### src/rtl/cgra_clk_gate_ctrl.sv
// -----------------------------------------------------------------------------
// cgra_clk_gate_ctrl
//
// Multi-channel clock-gating controller for the CGRA subsystem.
//
// Each channel has its own four-state FSM (RUN / IDLE / GATED / WAKE) with the
// following behaviour:
//   - Idle hysteresis: a channel is gated only after idle_thr_i consecutive
//     idle samples.
//   - Timed wake-up: the clock runs for WAKE_CYC cycles after ungating, then
//     wake_ack_o pulses for one cycle.
//   - Overrides: force_on_i keeps a channel's clock on; test_en_i forces every
//     gate enable high.
//
// Parameters:
//   N_CH     : number of independently gated channels
//   CNT_W    : width of the idle counter and of idle_thr_i
//   WAKE_CYC : clock cycles after ungating before wake_ack_o
//   STAT_W   : width of each gated-cycle counter (statistics build only)
//
// Ports:
//   clk_i          : free-running clock
//   rst_i          : synchronous, active-high reset
//   test_en_i      : scan/test, combinationally forces gate_en_o to all ones
//   idle_thr_i     : idle samples needed before gating; 0 disables auto-gating
//   busy_i         : per-channel activity
//   force_on_i     : per-channel keep-clock-on override
//   wake_req_i     : per-channel wake request (level)
//   wake_ack_o     : per-channel one-cycle "clock running and stable" pulse
//   gate_en_o      : per-channel enable to the external clock-gate cell
//   gated_o        : per-channel status, 1 while the FSM is in GATED
//   stat_clr_i     : clears all gated-cycle counters
//   gated_cycles_o : per-channel gated-cycle counts, channel k at
//                    [k*STAT_W +: STAT_W]
//
// Optional feature, macro CGRA_CLK_GATE_STATS_EN:
//   - Defined: saturating per-channel counters of cycles where the effective
//     gate_en_o is 0. stat_clr_i wins over a same-cycle increment.
//   - Undefined: gated_cycles_o is tied to zero and stat_clr_i is ignored.
// -----------------------------------------------------------------------------
module cgra_clk_gate_ctrl #(
    parameter int N_CH     = 4,
    parameter int CNT_W    = 8,
    parameter int WAKE_CYC = 2,
    parameter int STAT_W   = 16
) (
    input  logic                     clk_i,
    input  logic                     rst_i,
    input  logic                     test_en_i,
    input  logic [CNT_W-1:0]         idle_thr_i,
    input  logic [N_CH-1:0]          busy_i,
    input  logic [N_CH-1:0]          force_on_i,
    input  logic [N_CH-1:0]          wake_req_i,
    output logic [N_CH-1:0]          wake_ack_o,
    output logic [N_CH-1:0]          gate_en_o,
    output logic [N_CH-1:0]          gated_o,
    input  logic                     stat_clr_i,
    output logic [N_CH*STAT_W-1:0]   gated_cycles_o
);

    localparam int WK_W = (WAKE_CYC < 1) ? 1 : $clog2(WAKE_CYC + 1);

    typedef enum logic [1:0] {
        ST_RUN   = 2'd0,
        ST_IDLE  = 2'd1,
        ST_GATED = 2'd2,
        ST_WAKE  = 2'd3
    } state_e;

    logic thr_zero;
    assign thr_zero = (idle_thr_i == '0);

    for (genvar k = 0; k < N_CH; k++) begin : g_ch
        state_e           state_q, state_d;
        logic [CNT_W-1:0] cnt_q, cnt_d;
        logic [WK_W-1:0]  wcnt_q, wcnt_d;
        logic             ack_q, ack_d;
        logic             gate_q, gated_q;
        logic             idle_s, wake_s;
        logic [CNT_W:0]   cnt_inc;
        logic [WK_W:0]    wcnt_inc;

        assign wake_s   = busy_i[k] | force_on_i[k] | wake_req_i[k];
        assign idle_s   = !wake_s && !thr_zero;
        // One extra bit so the increment never wraps before the compare.
        assign cnt_inc  = (CNT_W+1)'(cnt_q) + (CNT_W+1)'(1);
        assign wcnt_inc = (WK_W+1)'(wcnt_q) + (WK_W+1)'(1);

        always_ff @(posedge clk_i) begin
            if (rst_i) begin
                state_q <= ST_RUN;
                cnt_q   <= '0;
                wcnt_q  <= '0;
                ack_q   <= 1'b0;
                gate_q  <= 1'b1;
                gated_q <= 1'b0;
            end else begin
                state_q <= state_d;
                cnt_q   <= cnt_d;
                wcnt_q  <= wcnt_d;
                ack_q   <= ack_d;
                // Decoded from next state so the enable leaves a flop directly.
                gate_q  <= (state_d != ST_GATED);
                gated_q <= (state_d == ST_GATED);
            end
        end

        always_comb begin
            state_d = state_q;
            cnt_d   = cnt_q;
            wcnt_d  = wcnt_q;
            ack_d   = 1'b0;
            case (state_q)
                ST_RUN: begin
                    if (idle_s) begin
                        // First idle sample already counts as one; with a
                        // threshold of 1 it gates immediately.
                        if (idle_thr_i == CNT_W'(1)) begin
                            state_d = ST_GATED;
                            cnt_d   = '0;
                        end else begin
                            state_d = ST_IDLE;
                            cnt_d   = CNT_W'(1);
                        end
                    end else begin
                        cnt_d = '0;
                        ack_d = wake_req_i[k];
                    end
                end
                ST_IDLE: begin
                    if (idle_s) begin
                        // Threshold is compared live, so lowering it below
                        // the count gates on the next idle sample.
                        if (cnt_inc >= {1'b0, idle_thr_i}) begin
                            state_d = ST_GATED;
                            cnt_d   = '0;
                        end else begin
                            cnt_d = cnt_inc[CNT_W-1:0];
                        end
                    end else begin
                        state_d = ST_RUN;
                        cnt_d   = '0;
                        ack_d   = wake_req_i[k];
                    end
                end
                ST_GATED: begin
                    if (wake_s) begin
                        state_d = ST_WAKE;
                        cnt_d   = '0;
                        wcnt_d  = '0;
                    end
                end
                ST_WAKE: begin
                    // Inputs are ignored until the clock has run WAKE_CYC edges.
                    if (wcnt_inc >= (WK_W+1)'(WAKE_CYC)) begin
                        state_d = ST_RUN;
                        wcnt_d  = '0;
                        ack_d   = 1'b1;
                    end else begin
                        wcnt_d = wcnt_inc[WK_W-1:0];
                    end
                end
                default: begin
                    state_d = ST_RUN;
                    cnt_d   = '0;
                    wcnt_d  = '0;
                end
            endcase
        end

        assign gate_en_o[k]  = gate_q | test_en_i;
        assign gated_o[k]    = gated_q;
        assign wake_ack_o[k] = ack_q;

`ifdef CGRA_CLK_GATE_STATS_EN
        logic [STAT_W-1:0] stat_q;

        // Counts cycles where the effective enable is low, so test mode
        // cycles are not counted even while the FSM sits in GATED.
        always_ff @(posedge clk_i) begin
            if (rst_i || stat_clr_i) begin
                stat_q <= '0;
            end else if (!gate_q && !test_en_i && (stat_q != '1)) begin
                stat_q <= stat_q + STAT_W'(1);
            end
        end

        assign gated_cycles_o[k*STAT_W +: STAT_W] = stat_q;
`endif
    end

`ifndef CGRA_CLK_GATE_STATS_EN
    logic unused_stat_clr;
    assign unused_stat_clr = stat_clr_i;
    assign gated_cycles_o  = '0;
`endif

endmodule
### config.mk
export PLATFORM = sky130hd
export DESIGN_NAME = cgra_clk_gate_ctrl
export DESIGN_NICKNAME = d
export VERILOG_FILES = /design/src/rtl/cgra_clk_gate_ctrl.sv
export SDC_FILE = /design/constraint.sdc
export NUM_CORES = 1
export LEC_CHECK = 0
export ABC_AREA = 1
export CORE_MARGIN = 2
export CORE_UTILIZATION = 53
export CTS_CLUSTER_SIZE = 40
export DETAILED_ROUTE_END_ITERATION = 12
export PLACE_DENSITY = 0.82
export SYNTH_ARGS = -nofsm -noshare
export SYNTH_HDL_FRONTEND = slang
export SYNTH_SLANG_ARGS = --single-unit
### constraint.sdc
create_clock -name clk_i -period 3.5 [get_ports clk_i]
set_clock_uncertainty 0.15 [all_clocks]
set_input_delay 0.525 -clock clk_i [delete_from_list [all_inputs] [get_ports clk_i]]
set_output_delay 0.525 -clock clk_i [all_outputs]
set_load 0.05 [all_outputs]
==> flow_metrics.env <==
export IMPL_status="completed"
export IMPL_antenna_cells=0
export IMPL_vias=4331
export IMPL_postCtsSetupRepairBufs=0
export IMPL_cp_data_arrival_time_ps=2160
export IMPL_dieArea_um2=10300
export IMPL_yosys_warnings=0
export IMPL_area_delta_synth_final_pct=6.74
export IMPL_finalSetupTns_ps=0
export IMPL_holdWs_ps=315
export IMPL_yosysTopAreaCellShare_pct=23.9
export IMPL_antenna_left=0
export IMPL_postCtsHoldBufs=0
export IMPL_die_height_um=101
export IMPL_cp_cell_sequence="clkdlybuf4s50_1 -> or2_2 -> clkdlybuf4s50_1"
export IMPL_numCtsBuffers=9
export IMPL_slowest_delay_ps=710
export IMPL_ys_flop_type="dfxtp_1"
export IMPL_criticalPathCategory="input pin to output port"
export IMPL_cpMaxStageDelayCell="clkdlybuf4s50_1"
export IMPL_hold_violations=0
export IMPL_grt_overflow=0
export IMPL_first_iter_violations=228
export IMPL_viasPerCell=5.00
export IMPL_cts_tree="built"
export IMPL_register_area_um2=1200
export IMPL_rsz0062_at_grt="no"
export IMPL_grt_pass1_vias=4050
export IMPL_synth_simple_area_share_pct=24.4
export IMPL_place_gp_congestion=0.903
export IMPL_min_period_ps=2840
export IMPL_grt_max_degree=51
export IMPL_slew_headroom_pct=63.0
export IMPL_clkSinkCount=60
export IMPL_min_period_over_period_pct=81.1
export IMPL_synth_avg_cell_area_um2=7.18
export IMPL_timing_critical_path_mode_cell="clkdlybuf4s50_1"
export IMPL_first_pass_iters=5
export IMPL_antenna_found_initial=0
export IMPL_synthAdderAreaFrac_pct=15.4
export IMPL_startpoint_type="input pin"
export IMPL_synth_yosys_seq_area_share_pct=23.9
export IMPL_syn_area_um2=5030
export IMPL_nFillCells=825
export IMPL_rows=35
export IMPL_ir_drop_mv=0.297
export IMPL_multi_input_area_um2=3070
export IMPL_r2r_slack_ps=760
export IMPL_die_width_um=101
export IMPL_drive_gt1_share_pct=6.64
export IMPL_grt_use_total_pct=21.2
export IMPL_clk_path_buf_depth=2
export IMPL_synthXorXnorAreaFrac_pct=3.83
export IMPL_cellLeakagePower_nw=2.60
export IMPL_synth_top_cell_by_area="dfxtp_1"
export IMPL_synth_cell_types=41
export IMPL_async_flop_share_pct=0
export IMPL_required_ps=2820
export IMPL_fin_nets=819
export IMPL_io_pins=100
export IMPL_tightest_slew_ps=554
export IMPL_grt_pass1_wl_mm=17.5
export IMPL_syn_inst=701
export IMPL_initial_core_util_pct=54.4
export IMPL_finalSetupViolCount=0
export IMPL_post_drt_wl_per_cell_um=12.0
export IMPL_place_area_um2=5190
export IMPL_final_cell_area_um2=5370
export IMPL_synth_area_leaders="dfxtp_1, ha_1, buf_4"
export IMPL_routed_wl_mm=10.4
export IMPL_clock_latency_ps=360
export IMPL_cts_root_buf="clkbuf_8"
export IMPL_coreArea_um2=9240
export IMPL_worstPathMaxFanout=4
export IMPL_max_freq_mhz=352
export IMPL_powerDensity_nw_per_um2=448
export IMPL_port_buffers=34
export IMPL_synthMuxAreaShare_pct=0
export IMPL_clkSlewWorstSetupHoldPaths_ps=70
export IMPL_crit_buf_inv=2
export IMPL_ys_seq_elements=60
export IMPL_hold_class="flip-flop to flip-flop"
export IMPL_h_tree_depth=3
export IMPL_synth_compound_area_share_pct=12.6
export IMPL_synth_edf_count=0
export IMPL_cts_resized=0
export IMPL_dpl_hpwl_mm=8.01
export IMPL_end_kind="output port"
export IMPL_maxCapViolations=0
export IMPL_drcViolationCount=0
export IMPL_slew_violations=0
export IMPL_synth_top_family_by_area="simple AND/OR/NAND/NOR gates"
export IMPL_critical_path_top_delay_family="buffers and inverters"
-- report_power, final --
| part | switching (mW) | internal, mW | total, mW | leakage [nW] |
|---|---|---|---|---|
| combinational | 0.705 | 0.302 | 1.01 | 2.03 |
| clock | 0.305 | 0.274 | 0.579 | 0.0885 |
| sequential | 0.0569 | 0.764 | 0.821 | 0.487 |
-- synth_stat cells (2+ instances only) --
cell and number:
a22oi_1 13, inv_1 105, nand3_2 6, a21oi_2 2
dfxtp_1 60, o21ai_0 24, a211oi_1 6, nor2_1 51
xnor2_1 5, nor2_2 8, nand3b_1 4, nand2_1 118
a21oi_1 43, a31oi_1 7, buf_4 72, nor4_1 2
and3_1 2, o21ai_1 3, o211ai_1 2, nand4_1 16
nand3_1 36, ha_1 62, inv_2 2, clkbuf_8 2
or2_2 5, o21bai_1 2, clkbuf_1 3, xor2_1 17
nor2_4 3, nor3_1 9
-- layout by cell type, fill, tap and decap left out, types with 8 or more instances in the layout --
master	synthesis	layout
ha_1	62	62
nor2_2	8	8
conb_1	1	64
inv_1	105	105
nor3_1	9	9
nor2_1	51	51
clkbuf_8	2	10
o21ai_0	24	24
dfxtp_1	60	60
a21oi_1	43	43
a22oi_1	13	13
nand2_1	118	118
clkdlybuf4s50_1	0	34
nand4_1	16	16
nand3_1	36	36
xor2_1	17	17
-- final timing paths --
check | from | end | depth (start not counted)
min | g_ch[2].wcnt_q[0]$_SDFFE_PP0P_ | g_ch[2].wcnt_q[0]$_SDFFE_PP0P_ | 2
max | test_en_i | gate_en_o[3] | 3
min reg2reg | g_ch[2].wcnt_q[0]$_SDFFE_PP0P_ | g_ch[2].wcnt_q[0]$_SDFFE_PP0P_ | 2
max reg2reg | g_ch[0].cnt_q[2]$_SDFFE_PP0P_ | g_ch[0].cnt_q[0]$_SDFFE_PP0P_ | 13
-- state kept, by name, summed over array words and instances, names as in the netlist --
signal	count
g_ch.cnt_q	32
g_ch.state_q	8
g_ch.wcnt_q	8
g_ch.ack_q	4
g_ch.gate_q	4
g_ch.gated_q	4
-- layout make-up --
class                      count  share of cell area (%)
clock buffer                  10                    2.56
clock inverter                 6                   0.722
inverter                     107                    7.48
multi-input combinational    519                    57.2
sequential                    60                    22.4
tap                          129                    3.01
timing repair buffer          36                    6.62
-- metrics by stage --
stage | power, mW | util, % | cells | setup WS [ps]
finish | 2.41 | 58.1 | 867 | 662
global route | 2.57 | 58.1 | 867 | 486
CTS | 2.41 | 58.1 | 867 | 652
detailed placement | 1.83 | 56.2 | 851 | 658
global placement | 1.79 | 56.2 | 851 | 649
floorplan | 1.69 | - | 764 | 1090
-- kinds of logic after synthesis --
| group | Yosys count |
|---|---|
| other | 1 |
| buffers and inverters | 185 |
| AO/OA/AOI/OAI | 108 |
| adder cells (fa/ha/maj) | 62 |
| AND/OR/NAND/NOR | 263 |
| flip-flops | 60 |
| XOR/XNOR | 22 |
-- per-layer routing --
| metal | vias to the layer above | GRT usage, % | wire length [µm] |
|---|---|---|---|
| met1 | 1958 | 25.2 | 4500 |
| li1 | 2220 | - | - |
| met2 | 133 | 37.0 | 5110 |
| met5 | - | 0 | 0 |
| met4 | 0 | 10.6 | 242 |
| met3 | 20 | 3.45 | 513 |
-- worst reg2reg max path: stages (launching register included) --
cell and delay (ps):
dfxtp_1 410, and3_1 220, nand2_1 80, nor2_1 130, nand2_1 80, xor2_1 160, inv_1 80, ha_1 320
nand2_1 60, nor4_1 260, nand2_1 140, and3_1 320, a21oi_1 160, nor2_1 50
Power figures use the tool's default switching activity.
